--- src/rtl/clk_div_pkg.sv ---
// Shared definitions for the programmable clock-divider controller:
// one-hot controller states and the smallest legal divide ratio.
package clk_div_pkg;

    typedef enum logic [3:0] {
        IDLE   = 4'b0001,
        RUN    = 4'b0010,
        SWITCH = 4'b0100,
        STOP   = 4'b1000
    } state_t;

    localparam int MIN_DIV = 2;

endpackage

--- src/rtl/clk_div_core.sv ---
// Phase counter and registered output of the divider. Produces the divided
// waveform and a registered wrap flag that is high on the last cycle of a period.
module clk_div_core #(
    parameter int DIV_W = 4
) (
    input  logic             sys_clk,
    input  logic             sys_rst,
    input  logic             run,
    input  logic             restart,
    input  logic [DIV_W-1:0] div,
    output logic             clk_div_out,
    output logic             wrap
);

    logic [DIV_W-1:0] ph_q, ph_d;
    logic [DIV_W:0]   low;
    logic             out_q, out_d;
    logic             wrap_q, wrap_d;

    // ph_d is zero whenever div may change (restart or boundary), so comparing
    // against the current div keeps the output and wrap flops exact.
    always_comb begin
        low = ({1'b0, div} + {{DIV_W{1'b0}}, 1'b1}) >> 1;
        if (!run || restart || wrap_q)
            ph_d = '0;
        else
            ph_d = ph_q + DIV_W'(1);
        out_d  = run && ({1'b0, ph_d} >= low);
        wrap_d = run && (ph_d == div - DIV_W'(1));
    end

    always_ff @(posedge sys_clk) begin
        if (sys_rst) begin
            ph_q   <= '0;
            out_q  <= 1'b0;
            wrap_q <= 1'b0;
        end else begin
            ph_q   <= ph_d;
            out_q  <= out_d;
            wrap_q <= wrap_d;
        end
    end

    assign clk_div_out = out_q;
    assign wrap        = wrap_q;

endmodule

--- src/rtl/clk_div_ctrl.sv ---
// Run-time programmable clock-divider controller with valid/ready ratio port.
// Define CLK_DIV_CTRL_PCNT_EN to add the 16-bit period_cnt output.
module clk_div_ctrl
    import clk_div_pkg::*;
#(
    parameter int DIV_W   = 4,
    parameter int DEF_DIV = 7
) (
    input  logic             sys_clk,
    input  logic             sys_rst,
    input  logic             en,
    input  logic             cfg_valid,
    input  logic [DIV_W-1:0] cfg_div,
    output logic             cfg_ready,
    output logic             cfg_err,
    output logic             clk_div_out,
    output logic             period_tick,
    output logic             busy,
    output logic [DIV_W-1:0] cur_div
`ifdef CLK_DIV_CTRL_PCNT_EN
    ,
    output logic [15:0]      period_cnt
`endif
);

    state_t           state_q, state_d;
    logic [DIV_W-1:0] div_q, div_d;
    logic [DIV_W-1:0] pend_q, pend_d;
    logic             err_q, err_d;
    logic             run_like, take, legal, load;
    logic             wrap;

    always_comb begin
        state_d   = state_q;
        div_d     = div_q;
        pend_d    = pend_q;
        load      = 1'b0;
        // STOP with en back high behaves exactly like RUN, including accepting requests.
        run_like  = (state_q == RUN) || ((state_q == STOP) && en);
        cfg_ready = (state_q == IDLE) || run_like;
        take      = cfg_valid && cfg_ready;
        legal     = cfg_div >= DIV_W'(MIN_DIV);
        err_d     = take && !legal;
        case (state_q)
            IDLE: begin
                if (take && legal) begin
                    div_d = cfg_div;
                    load  = 1'b1;
                end
                if (en)
                    state_d = RUN;
            end
            SWITCH: begin
                if (wrap) begin
                    div_d   = pend_q;
                    load    = 1'b1;
                    state_d = en ? RUN : IDLE;
                end
            end
            default: begin
                if (run_like) begin
                    if (take && legal) begin
                        pend_d  = cfg_div;
                        state_d = SWITCH;
                    end else begin
                        state_d = en ? RUN : STOP;
                    end
                end else if (wrap) begin
                    state_d = IDLE;
                end
            end
        endcase
    end

    always_ff @(posedge sys_clk) begin
        if (sys_rst) begin
            state_q <= IDLE;
            div_q   <= DIV_W'(DEF_DIV);
            pend_q  <= '0;
            err_q   <= 1'b0;
        end else begin
            state_q <= state_d;
            div_q   <= div_d;
            pend_q  <= pend_d;
            err_q   <= err_d;
        end
    end

    clk_div_core #(.DIV_W(DIV_W)) u_core (
        .sys_clk     (sys_clk),
        .sys_rst     (sys_rst),
        .run         (state_d != IDLE),
        .restart     (state_q == IDLE),
        .div         (div_q),
        .clk_div_out (clk_div_out),
        .wrap        (wrap)
    );

    assign period_tick = wrap;
    assign cfg_err     = err_q;
    assign busy        = (state_q != IDLE);
    assign cur_div     = div_q;

`ifdef CLK_DIV_CTRL_PCNT_EN
    logic [15:0] pcnt_q;

    // An applied ratio change restarts the count even if a tick lands on the same cycle.
    always_ff @(posedge sys_clk) begin
        if (sys_rst)
            pcnt_q <= '0;
        else if (load)
            pcnt_q <= '0;
        else if (wrap)
            pcnt_q <= pcnt_q + 16'd1;
    end

    assign period_cnt = pcnt_q;
`endif

endmodule
--- config.mk ---
export PLATFORM = sky130hd
export DESIGN_NAME = clk_div_ctrl
export DESIGN_NICKNAME = d
export VERILOG_FILES = /design/src/rtl/clk_div_pkg.sv /design/src/rtl/clk_div_core.sv /design/src/rtl/clk_div_ctrl.sv
export SDC_FILE = /design/constraint.sdc
export NUM_CORES = 1
export LEC_CHECK = 0
export ABC_CLOCK_PERIOD_IN_PS = 4100
export BUFFER_PORTS_ARGS = -buffer_cell sky130_fd_sc_hd__buf_4
export CAP_MARGIN = 20
export CORE_MARGIN = 2
export CORE_UTILIZATION = 56
export CTS_CLUSTER_SIZE = 14
export DETAILED_ROUTE_END_ITERATION = 7
export PLACE_DENSITY_LB_ADDON = 0.15
export SYNTH_ARGS = -nofsm -noshare
export SYNTH_HDL_FRONTEND = slang
export SYNTH_HIERARCHICAL = 1
export SYNTH_SLANG_ARGS = --single-unit
--- constraint.sdc ---
create_clock -name sys_clk -period 4.1 [get_ports sys_clk]
set_input_delay 0.205 -clock sys_clk [delete_from_list [all_inputs] [get_ports sys_clk]]
set_output_delay 0.205 -clock sys_clk [all_outputs]
set_load 0.01 [all_outputs]
==> flow_metrics.py <==
metrics = {
    "run_status": {
        "outcome": "finished, final reports clean",
    },
    "floorplan": {
        "core_area_um2": 2170,
        "io_pins": 17,
        "die_h_um": 51.3,
        "dieArea_um2": 2640,
        "die_w_um": 51.3,
        "start_util_pct": 57.8,
        "rows": 17,
    },
    "cts": {
        "cts_buffers": 3,
        "worstSkewPairLatency_ns": 0.29,
        "h-tree-depth": 1,
        "clk_pin_slew_ns": 0.11,
        "tritoncts": "done",
        "cts_buffer_depth": 2,
        "cts_hold_buffers": 0,
        "cts_setup_buffers": 0,
        "cts.sinks": 19,
        "ctsResizeCount": 0,
        "root_buffer": "clkbuf_4",
    },
    "critical_path": {
        "worstPathRequired_ns": 4.30,
        "crit_path_top_delay_cell": "dfxtp_1",
        "timing.rr.start": "state_q[3]",
        "rrSetupSlack_ns": 1.01,
        "cpPeakStageDelay_ns": 0.66,
        "crit_start": "state_q[3]",
        "cp_max_fo": 12,
        "rr_worst_depth": 12,
        "crit_path_cell_trace": "nand3b_4 -> a211oi_4 -> a21oi_1 -> nand4_1 -> nor3b_1 -> nand2_1 -> ha_1 -> nand2b_1 -> a21o_1 -> a21o_1 -> a21oi_1 -> nor2_1",
        "arrival_ns": 3.30,
        "cp-start-kind": "register",
        "cp-end-kind": "register",
        "crit_type": "reg -> reg",
    },
    "synth": {
        "yosysTopAreaCell": "dfxtp_1",
        "ys_seq_area_share_pct": 30.3,
        "yosys_warnings": 6,
        "synthCells": 142,
        "synthArstFlopShare_pct": 0,
        "synthesis.nets": 157,
        "avgSynthCellArea_um2": 8.84,
        "netlist_top_cells_area": "dfxtp_1, ha_1, mux2i_1",
        "synth_cell_types": 43,
        "netlist_top_cells_count": "dfxtp_1, nor2_1, a21oi_1, mux2i_1, ha_1",
        "synth_top_area_share_pct": 30.3,
        "syn_area_um2": 1250,
        "ys_ff_latch": 19,
        "synth_edf_count": 0,
        "ys.flop_type": "dfxtp_1",
        "synth_most_common_cell": "dfxtp_1",
    },
    "timing": {
        "rsz0062_at_grt": "false",
        "min_period_over_period_pct": 75.5,
        "skew_ns": 0.00189,
        "slew_viol_final": 0,
        "holdWs_ns": 0.163,
        "tns_ns": 0,
        "fmax_ghz": 0.323,
        "tightest_slew_ns": 0.522,
        "setup_ws_ns": 1.01,
        "hold_viol": 0,
        "post-route-min-period_ns": 3.09,
        "setup_viol_count_final": 0,
        "max_slew_margin_pct": 65.2,
    },
    "route": {
        "antenna_left": 0,
        "routed_wirelength_um": 2440,
        "first_iter_violations": 29,
        "vias": 1053,
        "wl_per_cell_um": 13.2,
        "first_pass_iters": 5,
        "vias_per_cell": 5.69,
        "drc": 0,
    },
    "pwr": {
        "p_leak_nw": 0.614,
        "power.total_mw": 0.463,
        "powerDensity_nw_per_um2": 330,
        "ir_worst_vdd_mv": 0.223,
    },
    "placement": {
        "port_buffers": 16,
        "post-place-ws_ns": 1.05,
        "routabilityCongestion": 0.851,
        "dpl.hpwl_um": 1850,
        "placed_area_um2": 1380,
        "dp_cells": 181,
    },
    "cells_and_area": {
        "instances_no_fill": 185,
        "layout-area-overhead-vs-synth_pct": 12.0,
        "finish.utilization_pct": 64.8,
        "fin_area_um2": 1410,
        "final_nets": 173,
        "diodes": 0,
        "drive_gt1_share_pct": 17.2,
    },
    "grt": {
        "antenna_found_initial": 0,
        "grt_pass1_vias": 960,
        "grt.overflow.total": 0,
        "grt_max_degree": 22,
        "grt_pass1_wl_um": 4250,
        "grtUsageTotal_pct": 21.2,
    },
    "min_path": {
        "hold_depth": 3,
        "worstHoldPathType": "in -> reg",
        "min_from": "cfg_div[0]",
    },
    "run": {
        "maxCapViolCount": 0,
    },
}
==> area by class of cell <==
class | count | area [um2]
clock buffer | 4 | 26.3
inverter | 6 | 22.5
sequential | 19 | 380
tap | 28 | 35.0
multi-input combinational | 112 | 821
timing repair buffer | 16 | 120
fill | 208 | 764
==> flip-flops by register name (all words and copies together) (netlist names) <==
name,flops
state_q,4
pend_q,4
cur_div,4
cfg_err,1
u_core/ph_q,4
u_core/wrap,1
u_core/clk_div_out,1
==> worst max-delay path: cells and delay by family, from the launching register on <==
family,cells,cell delay (ns)
flops,1,0.66
fa+ha+maj,1,0.29
compound gates,5,1.00
simple gates,6,1.04
==> cells in the final DEF (no fill, tap or decap), types with 2 or more instances in the layout <==
master / count
a21oi_1: 9
nor2b_1: 5
a21o_1: 3
nor3b_1: 2
nand3b_1: 2
xor2_1: 6
a211oi_1: 3
or2b_1: 2
o21ai_0: 4
inv_1: 6
nor2_1: 17
buf_4: 16
dfxtp_1: 19
mux2i_1: 8
nand3_1: 4
o211ai_1: 3
xnor2_1: 5
ha_1: 7
nand2_1: 5
nand2b_1: 2
nor3_1: 6
clkbuf_4: 3
==> per-layer routing <==
layer  global-route usage [%]  part of all wire [%]  vias to the layer above
met5                        0                     0                        -
met4                     5.26                  0.49                        0
met3                     3.51                   4.3                        2
met2                     36.8                    49                       24
met1                     27.3                    46                      493
li1                         -                     -                      534
==> cell families after synthesis <==
kind of cell             after synthesis  share of synthesized area (%)
XOR/XNOR                              11                           7.68
adder cells (fa/ha/maj)                7                           6.98
flip-flops                            19                           30.3
AO/OA/AOI/OAI                         31                           17.5
AND/OR/NAND/NOR                       55                           26.8
buffers and inverters                 11                           4.29
multiplexers                           8                           6.38
==> power breakdown <==
part | internal (mW) | leakage [nW] | switching, mW
sequential | 0.196 | 0.155 | 0.0234
combinational | 0.0764 | 0.445 | 0.0722
clock | 0.0378 | 0.0150 | 0.0570
total | 0.310 | 0.614 | 0.153
==> path summary, 6_finish.rpt <==
| kind | end |
|---|---|
| max | u_core/clk_div_out |
| min | pend_q[0] |
| max reg2reg | u_core/clk_div_out |
| min reg2reg | pend_q[2] |
No activity file was read; power rests on OpenSTA's default activity.
